## src/rtl/pairing_host_loader_pkg.sv

```systemverilog
// Shared types for the pairing-core host loader. BRAM_DEPTH and redundant_poly_L3
// mirror the curve package values so this slice builds on its own.
package pairing_host_loader_pkg;

  localparam int BRAM_DEPTH = 8;
  localparam int ADDR_W     = BRAM_DEPTH + 1;
  localparam int POLY_W     = 48;

  typedef logic [POLY_W-1:0] redundant_poly_L3;
  typedef logic [ADDR_W-1:0] addr_t;

  typedef enum logic [2:0] {
    ST_IDLE,
    ST_LOAD,
    ST_RUN,
    ST_WAIT,
    ST_DRAIN,
    ST_DONE
  } host_state_t;

endpackage

```

## src/rtl/pairing_host_loader_sync_fifo.sv

```systemverilog
// Small first-word-fall-through FIFO used as the result skid buffer.
// Head data is forced to zero while empty so the stream bus idles at 0.
module sync_fifo
  import pairing_host_loader_pkg::*;
#(
  parameter int DEPTH = 4
) (
  input  logic                   clk,
  input  logic                   rstn,
  input  logic                   i_push,
  input  redundant_poly_L3       i_data,
  input  logic                   i_pop,
  output logic                   o_valid,
  output redundant_poly_L3       o_data,
  output logic [$clog2(DEPTH):0] o_count
);

  localparam int PW = $clog2(DEPTH);

  redundant_poly_L3 r_mem [DEPTH];
  logic [PW-1:0]    r_wr_ptr;
  logic [PW-1:0]    r_rd_ptr;
  logic [PW:0]      r_count;
  logic             w_push;
  logic             w_pop;

  assign w_pop  = i_pop && (r_count != '0);
  assign w_push = i_push && (r_count != (PW+1)'(DEPTH));

  always_ff @(posedge clk) begin
    if (w_push) r_mem[r_wr_ptr] <= i_data;
  end

  always_ff @(posedge clk or negedge rstn) begin
    if (!rstn) begin
      r_wr_ptr <= '0;
      r_rd_ptr <= '0;
      r_count  <= '0;
    end else begin
      if (w_push) r_wr_ptr <= r_wr_ptr + PW'(1);
      if (w_pop)  r_rd_ptr <= r_rd_ptr + PW'(1);
      case ({w_push, w_pop})
        2'b10:   r_count <= r_count + (PW+1)'(1);
        2'b01:   r_count <= r_count - (PW+1)'(1);
        default: r_count <= r_count;
      endcase
    end
  end

  assign o_valid = (r_count != '0);
  assign o_data  = o_valid ? r_mem[r_rd_ptr] : '0;
  assign o_count = r_count;

endmodule

```

## src/rtl/pairing_host_loader.sv

```systemverilog
// Host sequencer for the pairing core: loads operands over extin, pulses run,
// waits for endflag (with timeout), then drains results over extout to a stream.
module pairing_host_loader
  import pairing_host_loader_pkg::*;
#(
  parameter int FIFO_DEPTH = 4,
  parameter int RD_LAT     = 2,
  parameter int TIMEOUT    = 2**20
) (
  input  logic             clk,
  input  logic             rstn,
  input  logic             start,
  input  logic [3:0]       func,
  input  addr_t            in_base,
  input  addr_t            out_base,
  input  addr_t            in_count,
  input  addr_t            out_count,
  input  logic             s_valid,
  input  redundant_poly_L3 s_data,
  output logic             s_ready,
  output logic             m_valid,
  output redundant_poly_L3 m_data,
  output logic             m_last,
  input  logic             m_ready,
  output logic             busy_o,
  output logic             done,
  output logic             err,
  output logic             core_run,
  output logic [3:0]       core_n_func,
  output logic             core_extin_en,
  output addr_t            core_extin_addr,
  output redundant_poly_L3 core_extin_data,
  output addr_t            core_extout_addr,
  input  redundant_poly_L3 core_extout_data,
  input  logic             core_endflag,
  input  logic             core_busy
);

  localparam int CW = $clog2(FIFO_DEPTH) + 1;
  localparam int TW = $clog2(TIMEOUT + 1);

  host_state_t      r_state;
  logic [3:0]       r_func;
  addr_t            r_in_base;
  addr_t            r_out_base;
  addr_t            r_in_count;
  addr_t            r_out_count;
  addr_t            r_k;
  addr_t            r_j;
  addr_t            r_popped;
  addr_t            r_ext_addr;
  logic [RD_LAT-1:0] r_vld;
  logic [TW-1:0]    r_timer;
  logic             r_run;
  logic             r_done;
  logic             r_err;

  logic             w_beat;
  logic             w_issue;
  logic             w_pop;
  logic [CW-1:0]    w_fifo_count;
  logic [CW-1:0]    w_inflight;

  always_comb begin
    w_inflight = '0;
    for (int i = 0; i < RD_LAT; i++) w_inflight = w_inflight + CW'(r_vld[i]);
  end

  // Credit counts reads still in the RAM pipeline so a stalled sink can never overflow the FIFO.
  assign w_beat  = (r_state == ST_LOAD) && s_valid;
  assign w_issue = (r_state == ST_DRAIN) && (r_j != r_out_count) &&
                   (({1'b0, w_fifo_count} + {1'b0, w_inflight}) < (CW+1)'(FIFO_DEPTH));
  assign w_pop   = m_valid && m_ready;

  assign s_ready          = (r_state == ST_LOAD);
  assign core_extin_en    = w_beat;
  assign core_extin_addr  = w_beat ? (r_in_base + r_k) : '0;
  assign core_extin_data  = w_beat ? s_data : '0;
  assign core_extout_addr = w_issue ? (r_out_base + r_j) : r_ext_addr;
  assign m_last           = m_valid && (r_popped == (r_out_count - addr_t'(1)));
  assign busy_o           = (r_state != ST_IDLE);
  assign done             = r_done;
  assign err              = r_err;
  assign core_run         = r_run;
  assign core_n_func      = r_func;

  always_ff @(posedge clk or negedge rstn) begin
    if (!rstn) begin
      r_state     <= ST_IDLE;
      r_func      <= '0;
      r_in_base   <= '0;
      r_out_base  <= '0;
      r_in_count  <= '0;
      r_out_count <= '0;
      r_k         <= '0;
      r_j         <= '0;
      r_popped    <= '0;
      r_ext_addr  <= '0;
      r_vld       <= '0;
      r_timer     <= '0;
      r_run       <= 1'b0;
      r_done      <= 1'b0;
      r_err       <= 1'b0;
    end else begin
      r_run  <= 1'b0;
      r_done <= 1'b0;
      r_vld[0] <= w_issue;
      for (int i = 1; i < RD_LAT; i++) r_vld[i] <= r_vld[i-1];
      if (w_issue) begin
        r_ext_addr <= core_extout_addr;
        r_j        <= r_j + addr_t'(1);
      end
      if (w_pop) r_popped <= r_popped + addr_t'(1);

      case (r_state)
        ST_IDLE: if (start) begin
          r_func      <= func;
          r_in_base   <= in_base;
          r_out_base  <= out_base;
          r_in_count  <= in_count;
          r_out_count <= out_count;
          r_k         <= '0;
          r_j         <= '0;
          r_popped    <= '0;
          r_err       <= 1'b0;
          if (in_count == '0) begin
            r_state <= ST_RUN;
            r_run   <= 1'b1;
          end else begin
            r_state <= ST_LOAD;
          end
        end
        ST_LOAD: if (w_beat) begin
          r_k <= r_k + addr_t'(1);
          if (r_k == (r_in_count - addr_t'(1))) begin
            r_state <= ST_RUN;
            r_run   <= 1'b1;
          end
        end
        ST_RUN: begin
          r_timer <= '0;
          r_state <= ST_WAIT;
        end
        ST_WAIT: begin
          r_timer <= r_timer + TW'(1);
          // A zero timer marks the first WAIT cycle, where endflag may still be stale.
          if ((r_timer != '0) && core_endflag && !core_busy) begin
            r_state <= (r_out_count == '0) ? ST_DONE : ST_DRAIN;
            r_done  <= (r_out_count == '0);
          end else if (r_timer == TW'(TIMEOUT - 1)) begin
            r_err   <= 1'b1;
            r_state <= ST_DONE;
            r_done  <= 1'b1;
          end
        end
        ST_DRAIN: if (w_pop && (r_popped == (r_out_count - addr_t'(1)))) begin
          r_state <= ST_DONE;
          r_done  <= 1'b1;
        end
        ST_DONE: r_state <= ST_IDLE;
        default: r_state <= ST_IDLE;
      endcase
    end
  end

  sync_fifo #(
    .DEPTH (FIFO_DEPTH)
  ) u_fifo (
    .clk     (clk),
    .rstn    (rstn),
    .i_push  (r_vld[RD_LAT-1]),
    .i_data  (core_extout_data),
    .i_pop   (w_pop),
    .o_valid (m_valid),
    .o_data  (m_data),
    .o_count (w_fifo_count)
  );

endmodule
```

## config.mk

```make
export PLATFORM = sky130hd
export DESIGN_NAME = pairing_host_loader
export DESIGN_NICKNAME = d
export VERILOG_FILES = /design/src/rtl/pairing_host_loader_pkg.sv /design/src/rtl/pairing_host_loader_sync_fifo.sv /design/src/rtl/pairing_host_loader.sv
export SDC_FILE = /design/constraint.sdc
export NUM_CORES = 1
export LEC_CHECK = 0
export CAP_MARGIN = 20
export CORE_UTILIZATION = 38
export CTS_CLUSTER_DIAMETER = 120
export DETAILED_ROUTE_END_ITERATION = 8
export PLACE_DENSITY = 0.69
export SLEW_MARGIN = 20
export SYNTH_ARGS = -nofsm -noshare
export SYNTH_HDL_FRONTEND = slang
export SYNTH_SLANG_ARGS = --single-unit
```

## constraint.sdc

```tcl
create_clock -name clk -period 3.3 [get_ports clk]
set_input_delay 0.495 -clock clk [delete_from_list [all_inputs] [get_ports clk]]
set_output_delay 0.495 -clock clk [all_outputs]
set_load 0.03 [all_outputs]
```

==> flow_metrics.py <==
metrics = {
    "placed_design": {
        "dpl.hpwl_um": 21500,
        "place_congestion": 0.797,
        "port_buffers": 268,
    },
    "logic_synthesis": {
        "ys_seq_area_share_pct": 60.5,
        "synth_edf_count": 192,
        "synth_cells": 1112,
        "ys_async_sr_fraction_pct": 36.8,
        "syn_nets": 1287,
        "synth-main-ff-cell": "edfxtp_1",
        "syn_avg_cell_area_um2": 12.7,
        "ys_seq_elements": 304,
        "ys_warn_count": 0,
        "synth_area_um2": 14200,
        "yosysUniqueCellTypes": 65,
    },
    "floorplanning": {
        "num_io_pins": 269,
        "die_w_um": 195,
        "rows": 70,
        "die_h_um": 195,
        "start_util_pct": 38.7,
        "fp.dieArea_um2": 38000,
        "fp.coreArea_um2": 36600,
    },
    "cts": {
        "insertion_delay_ns": 0.54,
        "htreeDepth": 2,
        "cts.sinks": 304,
        "clk_root_buffer_cell": "clkbuf_16",
        "cts_inserted_buffers": 35,
        "holdBufCountCts": 0,
        "clock_path_buffers": 3,
        "path_clk_slew_ns": 0.06,
        "tritoncts": "built",
    },
    "worst_setup_path": {
        "crit_path_max_fanout": 28,
        "worstSetupStartpointType": "flip-flop",
        "arrival_ns": 2.71,
        "cp.required_ns": 2.80,
        "ff2ff_setup_slack_ns": 0.75,
        "end_kind": "output port",
        "path_class": "reg -> out",
    },
    "drt": {
        "wl_um": 32000,
        "wire_per_inst_um": 17.1,
        "drt_iter0_markers": 535,
        "drt-pass1-iter-count": 5,
        "vias": 9558,
        "antenna_left": 0,
        "viasPerCell": 5.09,
        "drc_errors": 0,
    },
    "timing": {
        "tightest_slew_ns": 0.750,
        "final_max_slew_viol_count": 0,
        "worst_slew_margin_rel_pct": 50.0,
        "period_share_pct": 97.0,
        "fmax_mhz": 312,
        "hold_viol_final": 0,
        "min_period_ns": 3.20,
        "setup_viol": 0,
        "finClkSkew_ns": 0.0247,
        "rsz0062_at_grt": "true",
    },
    "power_and_ir_drop": {
        "vdd_drop_max_mv": 0.685,
        "powerDensity_nw_per_um2": 811,
        "p_leak_nw": 7.32,
        "power_w": 0.0151,
    },
    "flow_run": {
        "drv_cap": 0,
    },
    "global_route": {
        "grt_max_degree": 56,
        "grtUsageTotal_pct": 17.0,
        "grt_pass1_wl_um": 51100,
        "antenna_found_initial": 1,
        "grtUsageMet1_pct": 20.3,
        "grt_pass1_vias": 9621,
        "grt.met2_usage_pct": 29.7,
        "grt_util_met3_pct": 4.28,
        "top_usage_layer": "met2",
        "grt-ovfl-total": 0,
    },
    "cells_and_area": {
        "utilization_pct": 51.0,
        "drive_gt1_share_pct": 13.5,
        "nets": 1559,
        "reg.largest.list": "u_fifo.r_mem: 192 flops, r_timer: 21 flops",
        "largest_register": "u_fifo.r_mem",
        "syn2layout_area_growth_pct": 31.9,
        "largest_reg_flops": 192,
        "filler_cell_count": 3129,
    },
    "status": {
        "outcome": "finished, final reports clean",
    },
    "min_path": {
        "hp-class": "in -> async",
    },
}
-- logic make-up (layout without fill, tap and decap cells) --
family / after synthesis / count (layout) / synth area share, %
adder cells (fa/ha/maj): 32 / 32 / 2.99
flip-flops: 304 / 304 / 60.5
other: 0 / 1 / 0
XOR/XNOR: 70 / 70 / 4.33
multiplexers: 75 / 75 / 9.65
AO/OA/AOI/OAI: 112 / 112 / 4.92
buffers and inverters: 93 / 389 / 2.64
AND/OR/NAND/NOR: 426 / 426 / 15.0
-- synth_stat cells (5+ instances only) --
master	number	area (um^2)
nand3_1	17	85.1
ha_1	29	363
a21o_1	5	37.5
xnor2_1	26	228
dfrtp_1	112	2800
a21oi_1	26	130
buf_1	5	18.8
nor2b_1	5	31.3
inv_1	33	124
and2_1	55	344
mux2_2	12	135
nand2_1	162	608
edfxtp_1	192	5770
and3_1	60	375
nor4_1	11	68.8
nor3_1	13	65.1
nor2_1	64	240
mux4_2	48	1080
xor2_1	44	385
buf_2	5	25.0
o21ai_0	46	230
nand4_1	13	81.3
mux2i_1	15	150
clkbuf_1	47	176
-- cell usage in the layout (no fill, tap or decap), drive strengths merged, types with 13 or more instances in the layout --
| cell type | synthesis | layout |
|---|---|---|
| clkbuf | 47 | 45 |
| clkdlybuf4s50 | 0 | 248 |
| buf | 13 | 42 |
| xnor2 | 26 | 26 |
| inv | 33 | 35 |
| mux4 | 48 | 48 |
| ha | 29 | 29 |
| mux2i | 15 | 15 |
| dfrtp | 112 | 112 |
| nand4 | 13 | 13 |
| nor2 | 64 | 64 |
| nand2 | 163 | 163 |
| nand3 | 17 | 17 |
| o21ai | 47 | 47 |
| a21oi | 26 | 26 |
| and3 | 62 | 62 |
| xor2 | 44 | 44 |
| edfxtp | 192 | 192 |
| nor3 | 13 | 13 |
| and2 | 56 | 56 |
-- final timing paths --
path,depth (start not counted),startpoint,to
setup / recovery,7,u_fifo.o_count[0],core_extout_addr[2]
hold / removal,1,rstn,r_in_base[1]
setup reg to reg,7,r_out_count[3],r_state[0]
hold reg to reg,0,r_vld[0],r_vld[1]
max in group asynchronous,2,rstn,r_j[2]
min in group clk,0,r_vld[0],r_vld[1]
-- per-layer routing --
layer | part of all wire [%] | vias up
met3 | 6.6 | 53
met1 | 41 | 4671
met4 | 2.7 | 0
met2 | 50 | 266
li1 | - | 4568
met5 | 0 | -
-- power by group --
| part | switching (W) | total, W | leakage, nW | internal (W) |
|---|---|---|---|---|
| Clock | 0.00154 | 0.00378 | 0.546 | 0.00224 |
| Sequential | 0.000500 | 0.00494 | 3.18 | 0.00444 |
| Combinational | 0.00350 | 0.00641 | 3.60 | 0.00291 |
| Total | 0.00555 | 0.0151 | 7.32 | 0.00959 |
-- repair_timing --
action	4_1_cts	5_1_grt
endpoints found under the setup margin	12	8
pin swaps	0	5
buffers inserted	2	1
resized for setup	16	17
-- metrics by stage --
stage	hold slack, ns	setup WS, ns	setup TNS [ns]	area, um^2	instances
global placement	0.393	0.213	0	17500	1812
CTS	0.0383	0.000464	0	18600	1875
finish	0.0197	0.0981	0	18700	1877
floorplan	0.199	0.118	0	14200	1112
detailed placement	0.392	0.150	0	17500	1812
global route	0.0696	-0.0255	-0.0255	18700	1876
-- cell type report --
| cell class | instances | area [um^2] | area share (%) |
|---|---|---|---|
| Antenna cell | 1 | 2.50 | 0.0134 |
| Clock buffer | 45 | 923 | 4.94 |
| Clock inverter | 16 | 203 | 1.09 |
| Inverter | 33 | 124 | 0.663 |
| Multi-Input combinational cell | 715 | 5280 | 28.3 |
| Sequential cell | 304 | 8580 | 45.9 |
| Tap cell | 468 | 586 | 3.14 |
| Timing Repair Buffer | 295 | 2980 | 16.0 |
-- critical path, cell delays in order, from the launching register on --
cell	delay, ns
dfrtp_1	0.41
ha_1	0.29
a21oi_1	0.13
o211ai_1	0.13
a31oi_2	0.27
buf_12	0.22
mux2_2	0.35
dlygate4sd2_1	0.36
Power figures use the tool's default switching activity.
